==> src/rtl/seqgen_pkg.sv <==
// Shared types and constants for the serial test-pattern transmitter.
package seqgen_pkg;

  // Transmitter FSM: waiting, shifting pattern bits, or sending idle-0 gap bits.
  typedef enum logic [1:0] {
    IDLE = 2'd0,
    SEND = 2'd1,
    GAP  = 2'd2
  } state_t;

  // What the seven-segment display should show.
  typedef enum logic [1:0] {
    DISP_DASH  = 2'd0,
    DISP_CONT  = 2'd1,
    DISP_DIGIT = 2'd2
  } disp_mode_t;

  // Active-high segment codes, bit order {g,f,e,d,c,b,a}.
  localparam logic [6:0] SEG_DASH = 7'h40;
  localparam logic [6:0] SEG_C    = 7'h39;

  // Digit table 0..7; element 0 is the rightmost entry.
  localparam logic [7:0][6:0] SEG_DIGITS = {
    7'h07,  // 7
    7'h7D,  // 6
    7'h6D,  // 5
    7'h66,  // 4
    7'h4F,  // 3
    7'h5B,  // 2
    7'h06,  // 1
    7'h3F   // 0
  };

  // Bit positions inside uio_out.
  localparam int UIO_SERIAL     = 0;
  localparam int UIO_BIT_VALID  = 1;
  localparam int UIO_BUSY       = 2;
  localparam int UIO_FRAME_DONE = 3;

endpackage

==> src/rtl/seg7_encoder.sv <==
// Combinational seven-segment encoder: dash, 'C' or a digit 0..7.
module seg7_encoder
  import seqgen_pkg::*;
(
  input  logic [2:0] digit,
  input  disp_mode_t mode,
  output logic [6:0] segments
);

  // Select the glyph for the requested display mode.
  always_comb begin
    segments = SEG_DASH;
    unique case (mode)
      DISP_DASH:  segments = SEG_DASH;
      DISP_CONT:  segments = SEG_C;
      DISP_DIGIT: segments = SEG_DIGITS[digit];
      default:    segments = SEG_DASH;
    endcase
  end

endmodule

==> src/rtl/tt_um_3515_sequence_generator.sv <==
// Serial test-pattern transmitter: sends PATTERN framed by idle-0 gap bits,
// repeated N times or continuously, with a frames-remaining display.
module tt_um_3515_sequence_generator
  import seqgen_pkg::*;
#(
  parameter int         CLKS_PER_BIT = 1,
  parameter int         PAT_LEN      = 3,
  parameter logic [7:0] PATTERN      = 8'b0000_0100
) (
  input  logic       clk,
  input  logic       rst_n,
  input  logic [7:0] ui_in,
  output logic [7:0] uo_out,
  output logic [7:0] uio_out,
  output logic [7:0] uio_oe
);

  localparam int BAUD_W = (CLKS_PER_BIT > 1) ? $clog2(CLKS_PER_BIT) : 1;
  localparam int BIT_W  = $clog2((PAT_LEN > 8) ? PAT_LEN : 8);
  localparam logic [BAUD_W-1:0] BAUD_LAST = BAUD_W'(CLKS_PER_BIT - 1);
  localparam logic [BIT_W-1:0]  BIT_FIRST = BIT_W'(PAT_LEN - 1);
  localparam bit ONE_CLK = (CLKS_PER_BIT == 1);

  logic              sync1, sync2, sync3;
  logic              start_pulse;
  state_t            state;
  logic [BAUD_W-1:0] baud_cnt;
  logic [BIT_W-1:0]  bit_cnt;
  logic [2:0]        gap_cnt;
  logic [2:0]        gap_len;
  logic [2:0]        remaining;
  logic              cont_lat;
  logic              serial;
  logic              bit_valid;
  logic              busy;
  logic              frame_done;

  logic              bit_end;
  logic              start_go;
  logic              frame_end;
  logic              go_again;
  logic              busy_nxt;
  logic              cont_nxt;
  logic [2:0]        remaining_nxt;
  logic [2:0]        gap_sel;
  disp_mode_t        disp_mode;
  logic [6:0]        seg_nxt;

  assign uio_oe = 8'h0F;

  always_comb begin
    uio_out                 = 8'h00;
    uio_out[UIO_SERIAL]     = serial;
    uio_out[UIO_BIT_VALID]  = bit_valid;
    uio_out[UIO_BUSY]       = busy;
    uio_out[UIO_FRAME_DONE] = frame_done;
  end

  // Two-flop synchronizer on the start request plus a third flop for edge detect.
  always_ff @(posedge clk or posedge rst_n) begin
    if (rst_n) begin
      sync1 <= 1'b0;
      sync2 <= 1'b0;
      sync3 <= 1'b0;
    end else begin
      sync1 <= ui_in[0];
      sync2 <= sync1;
      sync3 <= sync2;
    end
  end

  assign start_pulse = sync2 & ~sync3;

  // Frame-boundary decisions shared by the FSM and the display look-ahead.
  always_comb begin
    bit_end   = (baud_cnt == BAUD_LAST);
    start_go  = (state == IDLE) && start_pulse;
    frame_end = (state == GAP) && bit_end && (gap_cnt == 3'd0);
    go_again  = cont_lat ? ui_in[1] : (remaining != 3'd0);
    gap_sel   = (ui_in[4:2] == 3'd0) ? 3'd1 : ui_in[4:2];

    busy_nxt      = (state != IDLE);
    cont_nxt      = cont_lat;
    remaining_nxt = remaining;
    if (start_go) begin
      busy_nxt      = 1'b1;
      cont_nxt      = ui_in[1];
      remaining_nxt = ui_in[7:5];
    end else if (frame_end) begin
      busy_nxt = go_again;
      if (!cont_lat && remaining != 3'd0) begin
        remaining_nxt = remaining - 3'd1;
      end
    end

    if (!busy_nxt) begin
      disp_mode = DISP_DASH;
    end else if (cont_nxt) begin
      disp_mode = DISP_CONT;
    end else begin
      disp_mode = DISP_DIGIT;
    end
  end

  seg7_encoder u_seg7 (
    .digit    (remaining_nxt),
    .mode     (disp_mode),
    .segments (seg_nxt)
  );

  // Transmitter FSM with registered serial, strobe, busy and display outputs.
  always_ff @(posedge clk or posedge rst_n) begin
    if (rst_n) begin
      state      <= IDLE;
      baud_cnt   <= '0;
      bit_cnt    <= '0;
      gap_cnt    <= 3'd0;
      gap_len    <= 3'd0;
      remaining  <= 3'd0;
      cont_lat   <= 1'b0;
      serial     <= 1'b0;
      bit_valid  <= 1'b0;
      busy       <= 1'b0;
      frame_done <= 1'b0;
      uo_out     <= {1'b0, SEG_DASH};
    end else begin
      bit_valid  <= 1'b0;
      frame_done <= 1'b0;
      busy       <= busy_nxt;
      remaining  <= remaining_nxt;
      cont_lat   <= cont_nxt;
      uo_out     <= {busy_nxt, seg_nxt};

      unique case (state)
        IDLE: begin
          serial <= 1'b0;
          if (start_pulse) begin
            gap_len   <= gap_sel;
            state     <= SEND;
            baud_cnt  <= '0;
            bit_cnt   <= BIT_FIRST;
            serial    <= PATTERN[BIT_FIRST];
            bit_valid <= 1'b1;
          end
        end

        SEND: begin
          if (bit_end) begin
            baud_cnt  <= '0;
            bit_valid <= 1'b1;
            if (bit_cnt == '0) begin
              state      <= GAP;
              gap_cnt    <= gap_len - 3'd1;
              serial     <= 1'b0;
              frame_done <= ONE_CLK && (gap_len == 3'd1);
            end else begin
              bit_cnt <= bit_cnt - BIT_W'(1);
              serial  <= PATTERN[bit_cnt - BIT_W'(1)];
            end
          end else begin
            baud_cnt <= baud_cnt + BAUD_W'(1);
          end
        end

        GAP: begin
          if (bit_end) begin
            baud_cnt <= '0;
            if (gap_cnt == 3'd0) begin
              if (go_again) begin
                state     <= SEND;
                bit_cnt   <= BIT_FIRST;
                serial    <= PATTERN[BIT_FIRST];
                bit_valid <= 1'b1;
              end else begin
                state  <= IDLE;
                serial <= 1'b0;
              end
            end else begin
              gap_cnt    <= gap_cnt - 3'd1;
              bit_valid  <= 1'b1;
              frame_done <= ONE_CLK && (gap_cnt == 3'd1);
            end
          end else begin
            baud_cnt   <= baud_cnt + BAUD_W'(1);
            frame_done <= (baud_cnt + BAUD_W'(1) == BAUD_LAST) && (gap_cnt == 3'd0);
          end
        end

        default: begin
          state  <= IDLE;
          serial <= 1'b0;
        end
      endcase
    end
  end

endmodule

==> config.mk <==
export PLATFORM = sky130hd
export DESIGN_NAME = tt_um_3515_sequence_generator
export DESIGN_NICKNAME = d
export VERILOG_FILES = /design/src/rtl/seqgen_pkg.sv /design/src/rtl/seg7_encoder.sv /design/src/rtl/tt_um_3515_sequence_generator.sv
export SDC_FILE = /design/constraint.sdc
export NUM_CORES = 1
export LEC_CHECK = 0
export CAP_MARGIN = 20
export CORE_MARGIN = 2
export CORE_UTILIZATION = 25
export CTS_CLUSTER_DIAMETER = 40
export DETAILED_ROUTE_END_ITERATION = 7
export GPL_ROUTABILITY_DRIVEN = 0
export PLACE_DENSITY_LB_ADDON = 0.08
export SLEW_MARGIN = 10
export SYNTH_ARGS = -nofsm -noshare
export SYNTH_HDL_FRONTEND = slang
export SYNTH_SLANG_ARGS = --single-unit
==> constraint.sdc <==
create_clock -name clk -period 3.5 [get_ports clk]
set_input_delay 0.7 -clock clk [delete_from_list [all_inputs] [get_ports clk]]
set_output_delay 0.7 -clock clk [all_outputs]
set_load 0.02 [all_outputs]
=== Word-level counts from Yosys, hierarchy flattened ===
Memories as Yosys holds them, arrays and structs flattened.
Cells that the tools add are included.
W data, S select, Z words.

* $add $sub $neg: 5
* Equality and inequality tests: 14
* Reduce and logical (&&, ||, !) cells: 22
* Bitwise operators: 4
* Divide/modulo/power cells: 0
* Shifts and indexed selects: 0
* Mux-type cells: 51
* Multiply operators: 0
* $lt $le $gt $ge: 2

{| class="wikitable"
|+ Operator list
! kind !! count
|-
| $mux W3 || 14
|-
| $mux W1 || 21
|-
| $mux W2 || 7
|-
| $ne A2 B2 Y1 const B || 7
|-
| $pmux W7 S2 || 1
|-
| $sub A3 B1 Y3 const B || 4
|-
| $reduce_and A5 Y1 || 2
|-
| $logic_not A3 Y1 || 3
|-
| $pmux W3 S3 || 1
|-
| $lt A3 B4 Y1 const B || 2
|-
| $mux W7 || 1
|-
| $reduce_and A7 Y1 || 1
|-
| $eq A3 B1 Y1 const B || 2
|-
| $pmux W1 S3 || 2
|-
| $pmux W2 S3 || 1
|-
| $pmux W3 S2 || 1
|-
| $reduce_bool A2 Y1 || 3
|-
| $reduce_bool A3 Y1 || 2
|-
| $logic_and A1 B1 Y1 || 5
|-
| $eq A2 B1 Y1 const B || 2
|-
| $eq A2 B2 Y1 const B || 2
|-
| $pmux W1 S2 || 2
|-
| $reduce_and A2 Y1 || 2
|-
| $not A1 Y1 || 3
|-
| 7 further kinds || 7
|}

* Input port bits: 10
* Bits in writable memories: 0
* Register bits after elaboration: 31
* Memories: 2
* Word-level logic and storage cells: 115
* Latch bits: 0
* Output and inout bits: 24
* ROM bits: 64

{| class="wikitable"
|+ Memory list
! name !! words !! bits a word !! rd ports !! clocked after memory_dff !! wr ports !! line !! source
|-
| (name not given) || 8 || 7 || 1 || 0 || 0 || seg7_encoder.sv:16 || <nowiki>DISP_DIGIT: segments = SEG_DIGITS[digit];</nowiki>
|-
| (name not given) || 8 || 1 || 1 || 0 || 0 || tt_um_3515_sequence_generator.sv:158 || <nowiki>serial <= PATTERN[bit_cnt - BIT_W'(1)];</nowiki>
|}

=== Depth between registers and ports, before layout ===
* Depth after elaboration: 8
* Depth in mapped cells: 8
* Mapped depth without buffers: 8

=== Cells and area by module ===
From an unflattened synthesis, not the netlist that was laid out.

* Cell total of the unflattened synthesis: 188
* Area, all modules: 1868.0 um^2

{| class="wikitable"
|+ By module, submodules not included
! module !! cells each !! area an instance (um^2) !! sequential area each (um^2) !! instances
|-
| tt_um_3515_sequence_generator || 159 || 1651.6 || 726.9 || 1
|-
| seg7_encoder || 29 || 216.5 || 0.0 || 1
|}

=== Worst setup path after synthesis ===
OpenSTA, ideal clock, no wires.

* Kind: flip-flop to flip-flop
* Start point: reg gap_cnt[0]
* End point: reg uo_out[2]
* Setup slack: 1.518 ns
* Required time: 3.360 ns
* Stages on the path, launching flop included: 8
* Data arrival time: 1.843 ns
* Path buffers: 0
* Period minus slack after synthesis: 1.982 ns
* Setup time: 0.140 ns
* Cells stage by stage: dfrtp_1 > inv_1 > ha_1 > nor2b_1 > a21oi_1 > a311oi_1 > nand2b_1 > a21oi_1

* Longest elaborated chain between the ends: 7
* Elaborated cells between the ends (all ways): 12
* Those cells by class: 2 x eq/ne; 7 x mux; 2 x reduce/logical; 1 x memory

{| class="wikitable"
|+ RTL lines
! what !! line !! source
|-
| start: declaration || tt_um_3515_sequence_generator.sv:29 || <nowiki>logic [2:0] gap_cnt;</nowiki>
|-
| start signal: assignment || tt_um_3515_sequence_generator.sv:153 || <nowiki>gap_cnt <= gap_len - 3'd1;</nowiki>
|-
| start signal: assignment || tt_um_3515_sequence_generator.sv:179 || <nowiki>gap_cnt <= gap_cnt - 3'd1;</nowiki>
|-
| $logic_not A3 Y1 * || tt_um_3515_sequence_generator.sv:78 || <nowiki>frame_end = (state == GAP) && bit_end && (gap_cnt == 3'd0);</nowiki>
|-
| $logic_and A1 B1 Y1 * || tt_um_3515_sequence_generator.sv:78 ||
|-
| $mux W3 or $mux W1 (tied branches) || tt_um_3515_sequence_generator.sv:89 || <nowiki>end else if (frame_end) begin</nowiki>
|-
| $mux W3 or $mux W1 (tied branches) || tt_um_3515_sequence_generator.sv:85 || <nowiki>if (start_go) begin</nowiki>
|-
| $mem_v2 Z8 W7 or $mux W2 (tied branches) || -- ||
|-
| $mux W7 (implied by the code), or another cell as far along || seg7_encoder.sv:16 ||
|-
| $pmux W7 S2 * || seg7_encoder.sv:13 || <nowiki>unique case (mode)</nowiki>
|-
| net seg_nxt[2] || tt_um_3515_sequence_generator.sv:47 || <nowiki>logic [6:0] seg_nxt;</nowiki>
|-
| end signal: assignment || tt_um_3515_sequence_generator.sv:125 || <nowiki>uo_out <= {1'b0, SEG_DASH};</nowiki>
|-
| end signal: assignment || tt_um_3515_sequence_generator.sv:132 || <nowiki>uo_out <= {busy_nxt, seg_nxt};</nowiki>
|-
| end: declaration || tt_um_3515_sequence_generator.sv:13 || <nowiki>output logic [7:0] uo_out,</nowiki>
|}

Mark *: on every way through the listed nets, which the timed path passes. The rest lies on a longest branch. The select of a mux whose other input is x is not followed.
A chain may end at the register's enable or synchronous reset.

=== Final worst setup path ===
* Start point: reg state[0]
* End point: reg uo_out[6]

* Longest elaborated chain between the ends: 8
* Elaborated cells between the ends (all ways): 18
* Those cells by class: 3 x eq/ne; 9 x mux; 5 x reduce/logical; 1 x memory

{| class="wikitable"
|+ RTL lines
! what !! line !! source
|-
| start: declaration || tt_um_3515_sequence_generator.sv:26 || <nowiki>state_t state;</nowiki>
|-
| start signal: assignment || tt_um_3515_sequence_generator.sv:114 || <nowiki>state <= IDLE;</nowiki>
|-
| start signal: assignment || tt_um_3515_sequence_generator.sv:139 || <nowiki>state <= SEND;</nowiki>
|-
| start signal: assignment || tt_um_3515_sequence_generator.sv:152 || <nowiki>state <= GAP;</nowiki>
|-
| $eq A2 B2 Y1 || tt_um_3515_sequence_generator.sv:78 ||
|-
| $logic_and A1 B1 Y1 (2 in series) || tt_um_3515_sequence_generator.sv:78 ||
|-
| $mux W3 || tt_um_3515_sequence_generator.sv:89 ||
|-
| $mux W3 * || tt_um_3515_sequence_generator.sv:85 ||
|-
| net remaining_nxt[2] || tt_um_3515_sequence_generator.sv:44 || <nowiki>logic [2:0] remaining_nxt;</nowiki>
|-
| $mem_v2 Z8 W7 * || -- ||
|-
| $mux W7 (implied by the code) * || seg7_encoder.sv:16 ||
|-
| $pmux W7 S2 * || seg7_encoder.sv:13 ||
|-
| net seg_nxt[6] || tt_um_3515_sequence_generator.sv:47 ||
|}

Marked as above.

==> results.json <==
{
  "maximum_buffer_depth_of_the_clock_tree": 2,
  "post_synth.cell_area_avg_um2": 9.691,
  "cts_max_level": 2,
  "worst_r2r_path_depth": 8,
  "tritoncts": "done",
  "crit_path_start": "state[0]",
  "powerDensity_nw_per_um2": 901.6,
  "power_frac_clock_pct": 20.0,
  "die_h_um": 86.84,
  "slew_headroom_pct": 47.40,
  "synth-edff-count": 0,
  "post_synth_instance_area_um2": 1715,
  "largest_net_degree_at_the_start_of_global_routing": 18,
  "synth-async-reset-ratio_pct": 100.0,
  "hpwl_um": 2782,
  "antenna_violating_nets_post_route": 0,
  "gr-usage-all-layers_pct": 10.91,
  "status": "finished clean",
  "final.setup.tns_ps": 0,
  "placement.io_buffers": 21,
  "detail_route.first_pass.iterations": 4,
  "setup.worst_path.start_class": "flip-flop",
  "clk_latency_ps": 280,
  "multi_input_area_um2": 813.3,
  "post_synth_inst_count": 177,
  "final.fill_count": 705,
  "cts_made_buffers": 5,
  "ios": 34,
  "nets": 220,
  "cell_by_cell_listing_of_the_critical_path": "inv_1 -> ha_1 -> nand4bb_1 -> or4_1 -> a31o_1 -> inv_1 -> o21ai_0 -> o21ai_0",
  "detailroute.via_count": 1251,
  "share_seq_of_total_power_pct": 30.0,
  "post_cts_buffers": 0,
  "intPower_mw": 1.097,
  "holdPathStages": 0,
  "vias_per_cell": 4.516,
  "worst_hold_slack_ps": 354.8,
  "final_min_period_over_clock_period_pct": 71.31,
  "via_count_of_the_first_global_routing_pass": 1296,
  "wl_um": 3689,
  "worstHoldStart": "sync1",
  "drive_above_1_share_pct": 7.614,
  "post-layout-total-power_mw": 1.848,
  "cp_top_family": "simple AND/OR/NAND/NOR gates",
  "antenna_cells_inserted": 0,
  "ir_drop_uv": 285.8,
  "critPathArrivalTime_ps": 2700,
  "maxCapViolations": 0,
  "floorplan.initialDensity_pct": 25.53,
  "final_standard_cell_utilization_of_the_core_pct": 30.50,
  "critical_path.endpoint_type": "flip-flop",
  "critPathSlowestCell": "ha_1",
  "power_leakage_nw": 0.9238,
  "grt_overflow_total": 0,
  "final_period_minus_worst_setup_slack_ps": 2496,
  "total_of_hold_buffers_inserted_after_clock_tree_synthesis": 0,
  "final-hold-violation-count": 0,
  "ys_seq_area_share_pct": 42.38,
  "net-switching-power_mw": 0.7508,
  "max_slew.worst_pin.slew_ps": 783.6,
  "r2r_start": "state[0]",
  "yosys_most_used_dff": "dfrtp_1",
  "initial_antenna_violation_count": 0,
  "critical_path_peak_fanout": 16,
  "seq_area_um2": 726.9,
  "design.die.area_um2": 7540,
  "fmax_mhz": 400.7,
  "finalClockSkew_ps": 5.712,
  "cts_resizes": 0,
  "grt_setup_unrepaired": "no",
  "cts.clk_slew.worst_paths_ps": 70,
  "drcViolationCount": 0,
  "comb_power_share_pct": 50.0,
  "crit_required_ps": 3700,
  "finalSetupViolations": 0,
  "holdCritPathClass": "reg2reg",
  "setup.worst_path.class": "reg2reg",
  "fp-row-count": 30,
  "postSynthRegisterBits": 29,
  "dieWidth_um": 86.84,
  "grt_pass1_wl_um": 6258,
  "post_synth_num_cell_types": 46,
  "core-area_um2": 6719,
  "clock-root-buffer": "clkbuf_8",
  "detail_route.wl_per_cell_um": 13.32,
  "worstSetupPathDepth": 8,
  "ys_warn_count": 0,
  "slew_viol_final": 0,
  "detailedRoute.firstIterationViolations": 64,
  "power.share.switching_pct": 40.63,
  "areaGrowthSynthToFinish_pct": 19.48,
  "tritoncts_num_sinks": 29,
  "worst_path_largest_cell_delay_ps": 520,
  "number_of_buffer_and_inverter_stages_on_the_critical_path": 2
}
-- stage by stage --
stage / cell area (µm²) / instances / worst slack [ps]
finish: 2049 / 277 / 1004
global route: 2049 / 277 / 740.9
CTS: 2049 / 277 / 1004
detailed placement: 1929 / 269 / 896.1
global placement: 1929 / 269 / 944.8
floorplan: 1753 / 187 / 1518
-- path summary, 6_finish.rpt --
kind | endpoint | slack (ps)
worst max-delay path | uo_out[6] | 1000
worst min-delay path | sync2 | 350
worst max register to register | uo_out[6] | 1000
worst min register to register | sync2 | 350
max in group asynchronous | uo_out[6] | 1970
min in group asynchronous | sync1 | 820
-- cells by family (layout without fill, tap and decap cells) --
logic type                 Yosys count  in the layout  share of synthesized area [%]
AOI/OAI and AO/OA                   46             46                          18.31
and+or+nand+nor                     41             41                          12.84
other                                2             12                         0.4378
buffers and inverters               39             49                          12.40
DFF                                 29             29                          42.38
adders and majority gates           15             15                          10.87
xor gates and xnor gates             3              3                          1.532
muxes                                2              2                          1.240
-- layout make-up --
| type | count | area share [%] |
|---|---|---|
| clock buffer | 6 | 4.029 |
| inverter | 19 | 3.480 |
| sequential | 29 | 35.47 |
| multi-input combinational | 119 | 39.68 |
| clock inverter | 2 | 1.831 |
| timing repair buffer | 22 | 10.62 |
| tap | 80 | 4.884 |
-- cell usage after synthesis, types with 2 or more instances --
| master | count | area [µm²] |
|---|---|---|
| a21oi_1 | 14 | 70.07 |
| and3_1 | 2 | 12.51 |
| conb_1 | 2 | 7.510 |
| xnor2_1 | 2 | 17.52 |
| inv_1 | 19 | 71.32 |
| nand2_1 | 8 | 30.03 |
| a22oi_1 | 2 | 15.01 |
| o21ai_0 | 10 | 50.05 |
| nor3_1 | 3 | 15.01 |
| o22ai_1 | 3 | 18.77 |
| dfrtp_1 | 28 | 700.7 |
| buf_4 | 17 | 127.6 |
| ha_1 | 14 | 175.2 |
| buf_2 | 2 | 10.01 |
| nand3_1 | 2 | 10.01 |
| o21a_1 | 2 | 15.01 |
| a221o_1 | 2 | 20.02 |
| nand2b_1 | 4 | 25.02 |
| nor2b_1 | 3 | 18.77 |
| nor2_1 | 12 | 45.04 |
-- flip-flops by register name (all words and copies together) (netlist names) --
signal,flops
bit_cnt,3
sync1,1
remaining,3
gap_len,3
state,2
uo_out,7
bit_valid,1
frame_done,1
sync3,1
busy,1
sync2,1
serial,1
gap_cnt,3
cont_lat,1
-- placed cells by master (no fill, tap or decap), types with 2 or more instances in the layout --
| master | count |
|---|---|
| a21oi_1 | 14 |
| a221o_1 | 2 |
| a22oi_1 | 2 |
| and3_1 | 2 |
| clkbuf_8 | 6 |
| clkdlybuf4s50_1 | 21 |
| conb_1 | 12 |
| dfrtp_1 | 28 |
| ha_1 | 14 |
| inv_1 | 19 |
| nand2_1 | 8 |
| nand2b_1 | 4 |
| nand3_1 | 2 |
| nor2_1 | 12 |
| nor2b_1 | 3 |
| nor3_1 | 3 |
| o21a_1 | 2 |
| o21ai_0 | 10 |
| o22ai_1 | 3 |
| xnor2_1 | 2 |
-- power by group through the flow --
| stage | Combinational (mW) | Clock [mW] | Sequential (mW) |
|---|---|---|---|
| finish | 0.923 | 0.370 | 0.555 |
| global route | 1.05 | 0.394 | 0.574 |
| global placement | 0.922 | 0 | 0.558 |
| floorplan | 0.657 | 0 | 0.587 |
| detailed placement | 0.927 | 0 | 0.561 |
| CTS | 0.934 | 0.382 | 0.557 |
-- per-layer routing --
| metal | global-route usage [%] | routed length, µm | up-vias |
|---|---|---|---|
| li1 | - | - | 618 |
| met1 | 14.83 | 1783 | 609 |
| met2 | 16.59 | 1729 | 20 |
| met3 | 3.333 | 143 | 4 |
| met4 | 3.409 | 33 | 0 |
| met5 | 0 | 0 | - |
(Power assumes the default switching activity.)
